File: config.mk
export PLATFORM = sky130hd
export DESIGN_NAME = pcs_40g_rx_am_lock_flat
export DESIGN_NICKNAME = d
export VERILOG_FILES = /design/src/rtl/pcs_40g_rx_am_lock_pkg.sv /design/src/rtl/pcs_40g_rx_am_lock_if.sv /design/src/rtl/pcs_40g_rx_am_lock_am_lane_match.sv /design/src/rtl/pcs_40g_rx_am_lock.sv /design/src/flat_wrapper.sv
export SDC_FILE = /design/constraint.sdc
export NUM_CORES = 1
export LEC_CHECK = 0
export CAP_MARGIN = 20
export CELL_PAD_IN_SITES_DETAIL_PLACEMENT = 1
export CELL_PAD_IN_SITES_GLOBAL_PLACEMENT = 1
export CORE_ASPECT_RATIO = 0.7
export CORE_MARGIN = 2
export CORE_UTILIZATION = 45
export DETAILED_ROUTE_END_ITERATION = 12
export DONT_BUFFER_PORTS = 1
export GPL_TIMING_DRIVEN = 0
export PLACE_DENSITY = 0.76
export SKIP_CTS_REPAIR_TIMING = 1
export SLEW_MARGIN = 20
export SYNTH_ARGS = -nofsm -noshare
export SYNTH_HDL_FRONTEND = slang
export SYNTH_SLANG_ARGS = --single-unit
File: constraint.sdc
create_clock -name clk -period 3.5 [get_ports clk]
set_input_delay 0.7 -clock clk [delete_from_list [all_inputs] [get_ports clk]]
set_output_delay 0.7 -clock clk [all_outputs]
set_load 0.05 [all_outputs]
File: src/rtl/pcs_40g_rx_am_lock_pkg.sv
// Shared 40GBASE-R alignment-marker definitions, used by both the RX lock
// and the TX marker inserter.
package pcs_40g_pkg;

    localparam int         LANE_N  = 4;
    localparam logic [1:0] AM_SYNC = 2'b10;

    typedef struct packed {
        logic [7:0] m0;
        logic [7:0] m1;
        logic [7:0] m2;
    } am_lane_t;

    localparam am_lane_t AM_LANE [LANE_N] = '{
        '{m0: 8'h90, m1: 8'h76, m2: 8'h47},
        '{m0: 8'hF0, m1: 8'hC4, m2: 8'hE6},
        '{m0: 8'hC5, m1: 8'h65, m2: 8'h9B},
        '{m0: 8'hA2, m1: 8'h79, m2: 8'h3D}
    };

    typedef enum logic [1:0] {
        SEARCH = 2'd0,
        CHECK  = 2'd1,
        LOCK   = 2'd2
    } am_lock_state_e;

    // Lane constants are distinct, so at most one bit of a match vector is set.
    function automatic logic [1:0] lane_enc(input logic [LANE_N-1:0] match);
        logic [1:0] id;
        id = 2'd0;
        for (int l = 0; l < LANE_N; l++) begin
            if (match[l]) id = 2'(l);
        end
        return id;
    endfunction

endpackage

File: src/rtl/pcs_40g_rx_am_lock_if.sv
// Per-lane 66b block stream into the AM lock block and its flagged output stream.
interface pcs_40g_rx_am_lock_if;

    logic        block_lock_i;
    logic        valid_i;
    logic [1:0]  head_i;
    logic [63:0] data_i;

    logic        valid_o;
    logic [1:0]  head_o;
    logic [63:0] data_o;
    logic        am_v_o;
    logic        am_lock_o;
    logic [1:0]  lane_o;
    logic        am_err_o;

    modport slave (
        input  block_lock_i, valid_i, head_i, data_i,
        output valid_o, head_o, data_o, am_v_o, am_lock_o, lane_o, am_err_o
    );

    modport master (
        output block_lock_i, valid_i, head_i, data_i,
        input  valid_o, head_o, data_o, am_v_o, am_lock_o, lane_o, am_err_o
    );

endinterface

File: src/rtl/pcs_40g_rx_am_lock_am_lane_match.sv
// Combinational AM detector: one match bit per lane; BIP3/BIP7 bytes do not take part.
module am_lane_match
    import pcs_40g_pkg::*;
(
    input  logic [1:0]        i_head,
    input  logic [63:0]       i_data,
    output logic [LANE_N-1:0] o_match
);

    logic w_unused_bip;
    assign w_unused_bip = ^{i_data[63:56], i_data[31:24]};

    always_comb begin
        o_match = '0;
        for (int l = 0; l < LANE_N; l++) begin
            o_match[l] = (i_head == AM_SYNC)
                && (i_data[7:0]   ==  AM_LANE[l].m0)
                && (i_data[15:8]  ==  AM_LANE[l].m1)
                && (i_data[23:16] ==  AM_LANE[l].m2)
                && (i_data[39:32] == ~AM_LANE[l].m0)
                && (i_data[47:40] == ~AM_LANE[l].m1)
                && (i_data[55:48] == ~AM_LANE[l].m2);
        end
    end

endmodule

File: src/rtl/pcs_40g_rx_am_lock.sv
// Per-lane RX alignment-marker lock: finds a marker, confirms its period,
// then flags marker blocks and tracks lock loss. All outputs are registered.
module pcs_40g_rx_am_lock
    import pcs_40g_pkg::*;
#(
    parameter int GAP_N   = 16383,
    parameter int INVLD_N = 4,
    parameter int CNT_W   = $clog2(GAP_N + 1)
) (
    input  logic                 clk,
    input  logic                 rst,
    pcs_40g_rx_am_lock_if.slave  io_bus
);

    localparam int INV_W = $clog2(INVLD_N + 1);

    am_lock_state_e    r_state, w_state_nxt;
    logic [CNT_W-1:0]  r_cnt, w_cnt_nxt;
    logic [INV_W-1:0]  r_inv, w_inv_nxt;
    logic [1:0]        r_lane, w_lane_nxt;
    logic [LANE_N-1:0] w_match;
    logic              w_slot, w_hit, w_am_v, w_am_err;

    logic              r_valid, r_am_v, r_am_lock, r_am_err;
    logic [1:0]        r_head, r_lane_o;
    logic [63:0]       r_data;

    function automatic logic [INV_W-1:0] inv_sat_inc(input logic [INV_W-1:0] v);
        return (v == {INV_W{1'b1}}) ? v : v + INV_W'(1);
    endfunction

    am_lane_match u_match (
        .i_head  (io_bus.head_i),
        .i_data  (io_bus.data_i),
        .o_match (w_match)
    );

    assign w_slot = (r_cnt == CNT_W'(GAP_N));
    assign w_hit  = w_match[r_lane];

    always_ff @(posedge clk or posedge rst) begin
        if (rst) begin
            r_state <= SEARCH;
            r_cnt   <= '0;
            r_inv   <= '0;
            r_lane  <= 2'd0;
        end else begin
            r_state <= w_state_nxt;
            r_cnt   <= w_cnt_nxt;
            r_inv   <= w_inv_nxt;
            r_lane  <= w_lane_nxt;
        end
    end

    always_comb begin
        w_state_nxt = r_state;
        w_cnt_nxt   = r_cnt;
        w_inv_nxt   = r_inv;
        w_lane_nxt  = r_lane;
        w_am_v      = 1'b0;
        w_am_err    = 1'b0;
        if (!io_bus.block_lock_i) begin
            w_state_nxt = SEARCH;
            w_cnt_nxt   = '0;
            w_inv_nxt   = '0;
        end else if (io_bus.valid_i) begin
            case (r_state)
                SEARCH: begin
                    if (|w_match) begin
                        w_lane_nxt  = lane_enc(w_match);
                        w_cnt_nxt   = '0;
                        w_state_nxt = CHECK;
                    end
                end
                CHECK: begin
                    if (w_slot) begin
                        w_cnt_nxt   = '0;
                        w_state_nxt = w_hit ? LOCK : SEARCH;
                        w_inv_nxt   = '0;
                        w_am_v      = w_hit;
                    end else begin
                        w_cnt_nxt = r_cnt + CNT_W'(1);
                    end
                end
                LOCK: begin
                    if (w_slot) begin
                        w_cnt_nxt = '0;
                        if (w_hit) begin
                            w_am_v    = 1'b1;
                            w_inv_nxt = '0;
                        end else begin
                            w_am_err = 1'b1;
                            // This bad marker is the INVLD_N-th in a row: give up lock.
                            if (r_inv >= INV_W'(INVLD_N - 1)) begin
                                w_state_nxt = SEARCH;
                                w_inv_nxt   = '0;
                            end else begin
                                w_inv_nxt = inv_sat_inc(r_inv);
                            end
                        end
                    end else begin
                        w_cnt_nxt = r_cnt + CNT_W'(1);
                    end
                end
                default: begin
                    w_state_nxt = SEARCH;
                    w_cnt_nxt   = '0;
                    w_inv_nxt   = '0;
                end
            endcase
        end
    end

    // Output stage: flags describe the block being registered alongside them.
    always_ff @(posedge clk or posedge rst) begin
        if (rst) begin
            r_valid   <= 1'b0;
            r_head    <= 2'd0;
            r_data    <= 64'd0;
            r_am_v    <= 1'b0;
            r_am_err  <= 1'b0;
            r_am_lock <= 1'b0;
            r_lane_o  <= 2'd0;
        end else begin
            r_valid   <= io_bus.valid_i;
            r_head    <= io_bus.head_i;
            r_data    <= io_bus.data_i;
            r_am_v    <= w_am_v;
            r_am_err  <= w_am_err;
            r_am_lock <= (w_state_nxt == LOCK);
            r_lane_o  <= (w_state_nxt == LOCK) ? w_lane_nxt : 2'd0;
        end
    end

    assign io_bus.valid_o   = r_valid;
    assign io_bus.head_o    = r_head;
    assign io_bus.data_o    = r_data;
    assign io_bus.am_v_o    = r_am_v;
    assign io_bus.am_err_o  = r_am_err;
    assign io_bus.am_lock_o = r_am_lock;
    assign io_bus.lane_o    = r_lane_o;

endmodule

File: src/flat_wrapper.sv
// flat-port wrapper written by rule: the top's interface ports become plain ports
module pcs_40g_rx_am_lock_flat import pcs_40g_pkg::*;
#(
    parameter int GAP_N   = 16383,
    parameter int INVLD_N = 4,
    parameter int CNT_W   = $clog2(GAP_N + 1)
)
  (clk, rst, io_bus_block_lock_i, io_bus_valid_i, io_bus_head_i, io_bus_data_i, io_bus_valid_o, io_bus_head_o, io_bus_data_o, io_bus_am_v_o, io_bus_am_lock_o, io_bus_lane_o, io_bus_am_err_o);
  pcs_40g_rx_am_lock_if io_bus_i ();
  input  logic clk;
  input  logic rst;
  input wire logic [$bits(io_bus_i.block_lock_i)-1:0] io_bus_block_lock_i;
  input wire logic [$bits(io_bus_i.valid_i)-1:0] io_bus_valid_i;
  input wire logic [$bits(io_bus_i.head_i)-1:0] io_bus_head_i;
  input wire logic [$bits(io_bus_i.data_i)-1:0] io_bus_data_i;
  output wire logic [$bits(io_bus_i.valid_o)-1:0] io_bus_valid_o;
  output wire logic [$bits(io_bus_i.head_o)-1:0] io_bus_head_o;
  output wire logic [$bits(io_bus_i.data_o)-1:0] io_bus_data_o;
  output wire logic [$bits(io_bus_i.am_v_o)-1:0] io_bus_am_v_o;
  output wire logic [$bits(io_bus_i.am_lock_o)-1:0] io_bus_am_lock_o;
  output wire logic [$bits(io_bus_i.lane_o)-1:0] io_bus_lane_o;
  output wire logic [$bits(io_bus_i.am_err_o)-1:0] io_bus_am_err_o;
  assign io_bus_i.block_lock_i = io_bus_block_lock_i;
  assign io_bus_i.valid_i = io_bus_valid_i;
  assign io_bus_i.head_i = io_bus_head_i;
  assign io_bus_i.data_i = io_bus_data_i;
  assign io_bus_valid_o = io_bus_i.valid_o;
  assign io_bus_head_o = io_bus_i.head_o;
  assign io_bus_data_o = io_bus_i.data_o;
  assign io_bus_am_v_o = io_bus_i.am_v_o;
  assign io_bus_am_lock_o = io_bus_i.am_lock_o;
  assign io_bus_lane_o = io_bus_i.lane_o;
  assign io_bus_am_err_o = io_bus_i.am_err_o;
  pcs_40g_rx_am_lock #(.GAP_N(GAP_N), .INVLD_N(INVLD_N), .CNT_W(CNT_W)) u_core (.clk(clk), .rst(rst), .io_bus(io_bus_i));
endmodule
== Word-level counts from Yosys, hierarchy flattened ==
Cells that the tools add are included.

* Muxes and demuxes: 43
* Equal/unequal tests: 36
* Reductions and logical operators: 29
* Order comparisons: 2
* Add/sub/neg operators: 2

{| class="wikitable"
|+ Operators with widths
! operator !! count
|-
| $eq A8 B8 Y1 const B || 12
|-
| $eq A8 B7 Y1 const B || 7
|-
| $mux W14 || 4
|-
| $mux W2 || 15
|-
| $pmux W14 S2 || 1
|-
| $eq A8 B6 Y1 const B || 3
|-
| $logic_and A1 B1 Y1 || 24
|-
| $mux W3 || 7
|-
| $add A14 B1 Y14 const B || 1
|-
| $eq A14 B14 Y1 const B || 1
|-
| $mux W1 || 12
|-
| $ne A3 B2 Y1 const B || 3
|-
| $pmux W3 S3 || 1
|-
| $eq A8 B4 Y1 const B || 1
|-
| $eq A8 B5 Y1 const B || 1
|-
| $eq A2 B2 Y1 const B || 3
|-
| $pmux W2 S3 || 1
|-
| $ne A5 B3 Y1 const B || 1
|-
| $reduce_and A5 Y1 || 1
|-
| $reduce_or A4 Y1 || 1
|-
| $add A3 B1 Y3 const B || 1
|-
| $eq A3 B3 Y1 const B || 1
|-
| $ge A3 B2 Y1 const B || 1
|-
| $lt A2 B3 Y1 const B || 1
|-
| other kinds (8) || 8
|}

* Logic and storage cells: 123
* Input port bits: 70
* Bits in registers: 93

== Depth between registers and ports, before layout ==
Gate-level depths: netlist of run 1.

* Word-level depth: 16
* Depth in mapped cells: 8

== Cells and area by module ==
Synthesis of run 1 repeated with hierarchy kept, for this count alone.

* Cell total of the unflattened synthesis: 269
* Area, all modules: 3,609.7 sq um

{| class="wikitable"
|+ By module, submodules not included
! module !! area each (sq um) !! cells an instance !! instances !! seq. area each (sq um)
|-
| pcs_40g_rx_am_lock || 3,245.6 || 227 || 1 || 2,327.2
|-
| am_lane_match || 364.1 || 42 || 1 || 0.0
|}

== Least setup slack after synthesis of run 1 ==
Ideal clock, no wire load.

* Path type: input to register
* Start point: in io_bus_data_i[23]
* End point: reg u_core.r_lane_o[0] (netlist: u_core.io_bus.lane_o[0])
* Cell stages on the path: 6
* Data arrival time: 2.289 ns
* Setup slack: 1.117 ns
* Cells stage by stage: nor4bb_1 -> nand2_1 -> nor4_4 -> a21oi_2 -> o32a_1 -> a211oi_1

* Cells in the longest elaborated chain, start to end: 14
* Elaborated cells between the ends (all ways): 40
* Classes of those cells: 5 x eq/ne; 18 x mux; 17 x reduce/logical

{| class="wikitable"
|+ RTL lines
! item !! RTL line !! source
|-
| from (decl) || flat_wrapper.sv:15 || <nowiki>input wire logic [$bits(io_bus_i.data_i)-1:0] io_bus_data_i;</nowiki>
|-
| $eq A8 B7 Y1 (tied with other cells) || pcs_40g_rx_am_lock_am_lane_match.sv:19 || <nowiki>&& (i_data[23:16] == AM_LANE[l].m2)</nowiki>
|-
| $logic_and A1 B1 Y1 || pcs_40g_rx_am_lock_am_lane_match.sv:19 ||
|-
| $logic_and A1 B1 Y1 || pcs_40g_rx_am_lock_am_lane_match.sv:20 || <nowiki>&& (i_data[39:32] == ~AM_LANE[l].m0)</nowiki>
|-
| $logic_and A1 B1 Y1 || pcs_40g_rx_am_lock_am_lane_match.sv:21 || <nowiki>&& (i_data[47:40] == ~AM_LANE[l].m1)</nowiki>
|-
| $logic_and A1 B1 Y1 || pcs_40g_rx_am_lock_am_lane_match.sv:22 || <nowiki>&& (i_data[55:48] == ~AM_LANE[l].m2);</nowiki>
|-
| $bmux W1 S2 || pcs_40g_rx_am_lock.sv:39 || <nowiki>assign w_hit = w_match[r_lane];</nowiki>
|-
| $mux W1 (implied by the code) || pcs_40g_rx_am_lock.sv:39 ||
|-
| $mux W2, on equally long branches || pcs_40g_rx_am_lock.sv:88, pcs_40g_rx_am_lock.sv:78 ||
|-
| $mux W2, on equally long branches || pcs_40g_rx_am_lock.sv:86, pcs_40g_rx_am_lock.sv:76 ||
|-
| $pmux W2 S3 || pcs_40g_rx_am_lock.sv:67 || <nowiki>case (r_state)</nowiki>
|-
| $mux W2 || pcs_40g_rx_am_lock.sv:66 || <nowiki>end else if (io_bus.valid_i) begin</nowiki>
|-
| $mux W2 || pcs_40g_rx_am_lock.sv:62 || <nowiki>if (!io_bus.block_lock_i) begin</nowiki>
|-
| $eq A2 B2 Y1 || pcs_40g_rx_am_lock.sv:131 || <nowiki>r_lane_o <= (w_state_nxt == LOCK) ? w_lane_nxt : 2'd0;</nowiki>
|-
| $mux W2 * || pcs_40g_rx_am_lock.sv:131 ||
|-
| to (signal assigned) || pcs_40g_rx_am_lock.sv:131 ||
|-
| to (decl) || pcs_40g_rx_am_lock.sv:25 || <nowiki>logic [1:0] r_head, r_lane_o;</nowiki>
|}

Every way passes the cells marked *; elsewhere a longest branch is shown, timed or not. The select of a mux whose other input is x is not followed.
A chain may end at the register's enable or synchronous reset.

== Worst setup path after layout of run 1 ==
* Start point: reg u_core.r_cnt[1]
* End point: reg u_core.r_cnt[9]

* Cells in the longest elaborated chain, start to end: 5
* Elaborated cells between the ends (all ways): 6
* Classes of those cells: 1 x add/sub; 1 x eq/ne; 4 x mux

{| class="wikitable"
|+ RTL lines
! item !! RTL line !! source
|-
| from (decl) || pcs_40g_rx_am_lock.sv:18 || <nowiki>logic [CNT_W-1:0] r_cnt, w_cnt_nxt;</nowiki>
|-
| from (signal assigned) || pcs_40g_rx_am_lock.sv:49 || <nowiki>r_cnt <= w_cnt_nxt;</nowiki>
|-
| $add A14 B1 Y14 / $eq A14 B14 Y1 (equally long branches) || pcs_40g_rx_am_lock.sv:82, pcs_40g_rx_am_lock.sv:102, pcs_40g_rx_am_lock.sv:38 ||
|-
| $mux W14 * || pcs_40g_rx_am_lock.sv:76, pcs_40g_rx_am_lock.sv:86 ||
|-
| $pmux W14 S2 * || pcs_40g_rx_am_lock.sv:67 ||
|-
| $mux W14 * || pcs_40g_rx_am_lock.sv:66 ||
|-
| $mux W14 * || pcs_40g_rx_am_lock.sv:62 ||
|}

Marked as above.

==> reports/qor.txt, run 1 <==
result of the run -> completed
Syn-to-layout area delta -> 12.9%
reported leakage power -> 1.81 nW
proportion of power drawn by flip-flops and latches -> 52.9%
TritonCTS clock tree -> done
sequential share of the synthesized area -> 61.2%
Fin Hold WS -> 0.235 ns
total detailed-routing wirelength -> 10100 um
wire length on met1 -> 4580 um
switching component of the power -> 0.639 mW
Setup TNS -> 0 ns
number of nets at the end of the flow -> 398
leading post-synthesis cells by instance count -> sky130_fd_sc_hd__dfrtp_1, sky130_fd_sc_hd__nand2_1, sky130_fd_sc_hd__inv_1, sky130_fd_sc_hd__nand4_1, sky130_fd_sc_hd__nand3_1
top flip-flop cell by instance count after synthesis -> sky130_fd_sc_hd__dfrtp_1
Max Transition Viols Final -> 0
Worst VDD drop -> 0.335 mV
launching element of the worst setup path -> u_core.r_cnt[1]
Std-Cell Rows -> 28
vertical extent of the die -> 80.9 um
share of power burned in the clock network -> 44.4%
via count of the first global-routing pass -> 2863
power density relative to cell area -> 561 mW/mm2
critical path endpoint category -> flip-flop
pin count of the biggest net entering global routing -> 59
required time worst endpoint -> 3.71 ns
proportion of power drawn by combinational gates -> 2.6%
sum of met3 wire segment lengths after detailed routing -> 905 um
clock tree root driver cell -> sky130_fd_sc_hd__clkbuf_16
clk sink count -> 93
number of synthesized flops with an enable pin -> 0
# H-tree levels -> 3
global route total overflow -> 0
cell type with the largest total area after synthesis -> sky130_fd_sc_hd__dfrtp_1
share of the core filled with cells -> 51.5%
proportion of total power due to net switching -> 26.5%
max-cap viol count -> 0
first-pass GRT wire length -> 15800 um
buffers added on ports -> 0
launching element type of the critical path -> flip-flop
DR iter-0 viols -> 182
FMAX -> 355 MHz
worst path arrival time -> 3.03 ns
net count after synthesis -> 386
number of design rule violations left after detail routing -> 0
final critical-path setup slack -> 0.680 ns
unrepaired setup endpoints after global routing -> false
met2 wire length -> 4430 um
fraction of layout instances using a drive strength above 1 -> 9.54%
All-Layer GR Usage -> 22.9%
Tightest Pin Transition -> 0.808 ns
HPWL after detailed placement -> 7560 um
top-level port count -> 142
area enclosed by the die boundary -> 0.00921 mm2
TritonCTS Buffers -> 9
routed length per placed instance -> 23.4 um
type of the most critical hold path -> in -> async
reg-to-reg setup timing slack -> 0.68 ns
Pre-Repair DR Iteration Count -> 4
overall power -> 2.41 mW
vias per cell -> 6.45
largest fanout on the critical path -> 9
internal power contribution -> 1.77 mW
fill cell total of the finished layout -> 861
core footprint -> 0.00834 mm2
period utilization -> 80.6%
Place WS -> 0.453 ns
residual antenna-violating net count after detailed routing -> 0
clock skew after layout -> 0.0117 ns
Fin. Hold Viols -> 0
routed via count -> 2775
Initial Utilization -> 45.6%
flop and latch count out of synthesis -> 93
antenna violations before repair -> 0
later-pin clock latency in the skew report -> 0.35 ns
total setup violations reported at the end of the flow -> 0
fraction of post-synthesis cell area in the top cell type by area -> 61.2%
diodes inserted -> 0
Avg Cell Area, Syn -> 12.3 um2
clk slew on worst S/H paths -> 0.07 ns
highest layer used for signal routing -> met4
yosys synthesis warning count -> 0
number of library cell types mapped by synthesis -> 52
netlist area before placement -> 0.00380 mm2
Post-Syn Instances -> 308
dominant cell by count in the synthesized netlist -> sky130_fd_sc_hd__dfrtp_1
type of the worst setup path -> reg -> reg
weighted congestion reported at the end of routability-driven placement -> 0.849
share of async-settable or async-resettable flops after synthesis -> 100%
time the final worst path needs with I/O delays and setup -> 2.82 ns
Synth area leaders -> sky130_fd_sc_hd__dfrtp_1, sky130_fd_sc_hd__nor4bb_1, sky130_fd_sc_hd__ha_1
Critical R2R Launch -> u_core.r_cnt[1]
horizontal die dimension -> 114 um
clock tree buffer depth -> 2
max_slew headroom -> 45.8%
[area by class of cell]
class | count | area [um2] | area share [%]
buffer | 9 | 35.0 | 0.816
clock buffer | 9 | 225 | 5.24
clock inverter | 7 | 105 | 2.45
inverter | 15 | 58.8 | 1.37
multi-input combinational | 191 | 1380 | 32.2
sequential | 93 | 2330 | 54.2
tap | 105 | 131 | 3.06
timing repair buffer | 1 | 27.5 | 0.641
[critical path, stage by stage (launching register included)]
cell,delay (ns)
sky130_fd_sc_hd__dfrtp_1,0.40
sky130_fd_sc_hd__ha_1,0.20
sky130_fd_sc_hd__nand3_1,0.16
sky130_fd_sc_hd__nor3_1,0.59
sky130_fd_sc_hd__nand2_1,0.32
sky130_fd_sc_hd__and2_1,0.25
sky130_fd_sc_hd__clkbuf_1,0.25
sky130_fd_sc_hd__o2111ai_2,0.31
sky130_fd_sc_hd__o22ai_1,0.18
[per-layer routing]
metal / vias up / global-route usage, %
met4: 0 / 7.80
li1: 1205 / -
met5: - / 0
met2: 143 / 34.3
met3: 13 / 8.06
met1: 1414 / 31.2
[cells by family (layout without fill, tap and decap cells)]
logic type      Yosys count  in the layout  share of synthesized area (%)
buf+inv                  24             41                           2.40
fa+ha+maj                 8              8                           2.63
flops                    93             93                           61.2
simple gates            115            115                           19.7
compound gates           68             68                           14.0
[power by group through the flow]
stage	clock (mW)	sequential, mW	combinational, mW
floorplan	0	1.29	0.0456
global placement	0	1.30	0.0590
detailed placement	0	1.30	0.0646
CTS	1.08	1.28	0.0648
global route	1.13	1.28	0.0711
finish	1.07	1.28	0.0634
[cells in the final DEF (no fill, tap or decap), types with 4 or more instances in the layout]
| master | netlist | routed |
|---|---|---|
| sky130_fd_sc_hd__and2_1 | 6 | 6 |
| sky130_fd_sc_hd__o21ai_0 | 6 | 6 |
| sky130_fd_sc_hd__inv_1 | 15 | 14 |
| sky130_fd_sc_hd__o2111ai_1 | 4 | 4 |
| sky130_fd_sc_hd__o32ai_1 | 9 | 9 |
| sky130_fd_sc_hd__a211oi_1 | 5 | 5 |
| sky130_fd_sc_hd__clkbuf_1 | 8 | 8 |
| sky130_fd_sc_hd__nor4bb_1 | 11 | 11 |
| sky130_fd_sc_hd__ha_1 | 8 | 8 |
| sky130_fd_sc_hd__a221oi_1 | 8 | 8 |
| sky130_fd_sc_hd__nor2b_1 | 4 | 4 |
| sky130_fd_sc_hd__nor2_1 | 10 | 10 |
| sky130_fd_sc_hd__nand4_1 | 13 | 13 |
| sky130_fd_sc_hd__dfrtp_1 | 93 | 93 |
| sky130_fd_sc_hd__clkbuf_16 | 0 | 9 |
| sky130_fd_sc_hd__nand2_1 | 24 | 24 |
| sky130_fd_sc_hd__o211ai_1 | 5 | 5 |
| sky130_fd_sc_hd__a21oi_1 | 6 | 6 |
| sky130_fd_sc_hd__nand3_1 | 12 | 12 |
[final timing paths]
| path | endpoint | depth (start not counted) |
|---|---|---|
| min reg2reg | u_core.r_cnt[13] | 1 |
| max in group asynchronous | u_core.r_cnt[7] | 2 |
| min in group clk | u_core.io_bus.data_o[21] | 0 |
| max reg2reg | u_core.r_cnt[9] | 8 |
| min | u_core.io_bus.data_o[0] | 1 |
| max | u_core.r_cnt[9] | 8 |
[per-stage QoR]
step / instance area [um2] / cells
6_report: 4290 / 430
5_1_grt: 4290 / 430
3_3_place_gp: 3930 / 413
2_1_floorplan: 3800 / 308
4_1_cts: 4290 / 430
3_5_place_dp: 3960 / 414
[registers in the layout, summed over array words and instances, names as in the netlist]
name,cells
u_core.io_bus.am_err_o,1
u_core.r_lane,2
u_core.r_inv,3
u_core.io_bus.data_o,64
u_core.io_bus.head_o,2
u_core.io_bus.lane_o,2
u_core.io_bus.am_lock_o,1
u_core.io_bus.am_v_o,1
u_core.r_cnt,14
u_core.r_state,2
u_core.io_bus.valid_o,1
(Power assumes the default switching activity.)
==> run 2, diff against run 1 <==
- clock period: 3.5 -> 2.6 ns (I/O delays scaled with it)
==> run 2 against run 1 <==
  * Cell count stayed put
  * Via count is 0.54% lower
  * Sequential share of layout area is 0.49 points lower
  * Power is 30% higher
  * Sequential power is 34% higher
  * Clock-buffer cell count is 1 higher
  * Largest cell class unchanged
==> reports/qor.txt, run 2 (synthesis gave the netlist of run 1 again) <==
result of the run -> completed
total setup violations reported at the end of the flow -> 0 (unchanged)
max_slew headroom -> 39.4% (-6.4 points)
largest fanout on the critical path -> 8 (-1)
post-layout instance count excluding filler cells -> 430 (unchanged)
total detailed-routing wirelength -> 9880 um (-1.9%)
Pre-Repair DR Iteration Count -> 4 (unchanged)
HPWL after detailed placement -> 7560 um (about the same)
unrepaired setup endpoints after global routing -> false
required time worst endpoint -> 2.83 ns (-0.88 ns)
horizontal die dimension -> 114 um (unchanged)
residual antenna-violating net count after detailed routing -> 0 (unchanged)
clock skew after layout -> 0.00828 ns (-0.00343 ns)
reg-to-reg setup timing slack -> 0.24 ns (-0.44 ns)
Syn-to-layout area delta -> 14.0%
placed inst area -> 0.00401 mm2 (+1.2%)
vertical extent of the die -> 80.9 um (unchanged)
first-pass GRT wire length -> 15400 um (-2.1%)
TritonCTS Buffers -> 9 (unchanged)
Initial Utilization -> 45.6% (unchanged)
reported leakage power -> 1.82 nW (+0.67%)
type of the most critical hold path -> in -> async
clock tree root driver cell -> sky130_fd_sc_hd__clkbuf_16
core footprint -> 0.00834 mm2 (unchanged)
Setup TNS -> 0 ns (unchanged)
Worst VDD drop -> 0.479 mV (+43%)
clk sink count -> 93 (unchanged)
# placed instances -> 416 (+0.48%)
R2R cell count -> 7 (-1)
later-pin clock latency in the skew report -> 0.34 ns (about the same)
Tightest Pin Transition -> 0.903 ns (+0.0956 ns)
type of the worst setup path -> in -> reg
global route total overflow -> 0 (unchanged)
top-level port count -> 142 (unchanged)
period utilization -> 94.7%
flip-flop count of the largest register after layout -> 64 (unchanged)
diodes inserted -> 0 (unchanged)
number of nets at the end of the flow -> 398 (unchanged)
vias per cell -> 6.42 (-0.54%)
pin count of the biggest net entering global routing -> 28 (-53%)
routed via count -> 2760 (-0.54%)
fraction of layout instances using a drive strength above 1 -> 11.4% (+1.8 points)
Fin. Hold Viols -> 0 (unchanged)
launching element type of the critical path -> primary input
clk slew on worst S/H paths -> 0.06 ns (about the same)
FMAX -> 406 MHz
clock tree buffer depth -> 2 (unchanged)
Std-Cell Rows -> 28 (unchanged)
# H-tree levels -> 3 (unchanged)
number of design rule violations left after detail routing -> 0 (unchanged)
critical path endpoint category -> flip-flop
launching element of the worst setup path -> io_bus_data_i[0]
Critical R2R Launch -> u_core.r_cnt[1]
antenna violations before repair -> 0 (unchanged)
area enclosed by the die boundary -> 0.00921 mm2 (unchanged)
All-Layer GR Usage -> 22.2% (-0.69 points)
Critical Path Sink -> u_core.r_cnt[5]
power density relative to cell area -> 725 mW/mm2 (+29%)
routed length per placed instance -> 23.0 um (-1.9%)
Fin Hold WS -> 0.0861 ns (-0.149 ns)
DR iter-0 viols -> 221 (+21%)
Max Transition Viols Final -> 0 (unchanged)
TritonCTS clock tree -> done
max-cap viol count -> 0 (unchanged)
commonest non-fill, non-tap cell in the layout -> sky130_fd_sc_hd__dfrtp_1
overall power -> 3.14 mW (+30%)
buffers added on ports -> 0 (unchanged)
weighted congestion reported at the end of routability-driven placement -> 0.861 (+1.4%)
most frequent cells in the layout -> sky130_fd_sc_hd__dfrtp_1, sky130_fd_sc_hd__nand2_1, sky130_fd_sc_hd__inv_1
Post-Layout Inst Area -> 0.00433 mm2 (+0.90%)
worst path arrival time -> 2.69 ns (-0.34 ns)
via count of the first global-routing pass -> 2810 (-1.9%)
r2r endpoint -> u_core.r_cnt[13]
time the final worst path needs with I/O delays and setup -> 2.46 ns
==> run 2: cell type report <==
class	count	area, um2
fillers	871	4010
flip-flops and latches	93	2330
multi-input cells	191	1400
clock buffers	10	239
well taps	105	131
repair buffers	3	75.1
clock inverters	6	70.1
inverters	15	60.1
plain buffers	7	27.5
==> run 2: worst min-delay path by stage <==
stage                                 from  slack (ns)                        to  depth (start not counted)
after detailed placement               rst        0.45  u_core.io_bus.data_o[27]                          1
final                                  rst        0.09  u_core.io_bus.data_o[27]                          1
after floorplan           u_core.r_cnt[13]        0.47          u_core.r_cnt[13]                          1
after CTS                              rst        0.09  u_core.io_bus.data_o[25]                          1
after global routing                   rst        0.09  u_core.io_bus.data_o[30]                          1
after global placement    u_core.r_cnt[13]        0.49          u_core.r_cnt[13]                          1
==> run 2: metal layers <==
metal  part of all wire (%)  GRT usage (%)  vias up  wire, um
met4                   0.68           3.66        0        67
li1                       -              -     1207         -
met1                     46           30.7     1428      4580
met5                      0              0        -         0
met3                    7.2           7.54        6       708
met2                     46           34.9      119      4520
==> run 2: worst max-delay path, cell delays in order <==
cell,delay [ns]
sky130_fd_sc_hd__nor4bb_2,0.53
sky130_fd_sc_hd__nand4_1,0.22
sky130_fd_sc_hd__nor4_4,0.44
sky130_fd_sc_hd__a211o_1,0.28
sky130_fd_sc_hd__o2111ai_2,0.31
sky130_fd_sc_hd__o32ai_1,0.37
==> run 2: per-stage QoR <==
stage               setup WS [ns]  utilization, %
floorplan                   0.397               -
global placement           -0.242            47.2
detailed placement         -0.308            48.1
CTS                        -0.117            51.8
global route               0.0272            52.0
finish                      0.138            52.0
==> run 2: power breakdown <==
part           internal (mW)  leakage, nW  switching, mW  total, mW
registers               1.50         1.14          0.219       1.72
logic                 0.0364        0.531         0.0591     0.0955
clock network          0.779        0.153          0.550       1.33
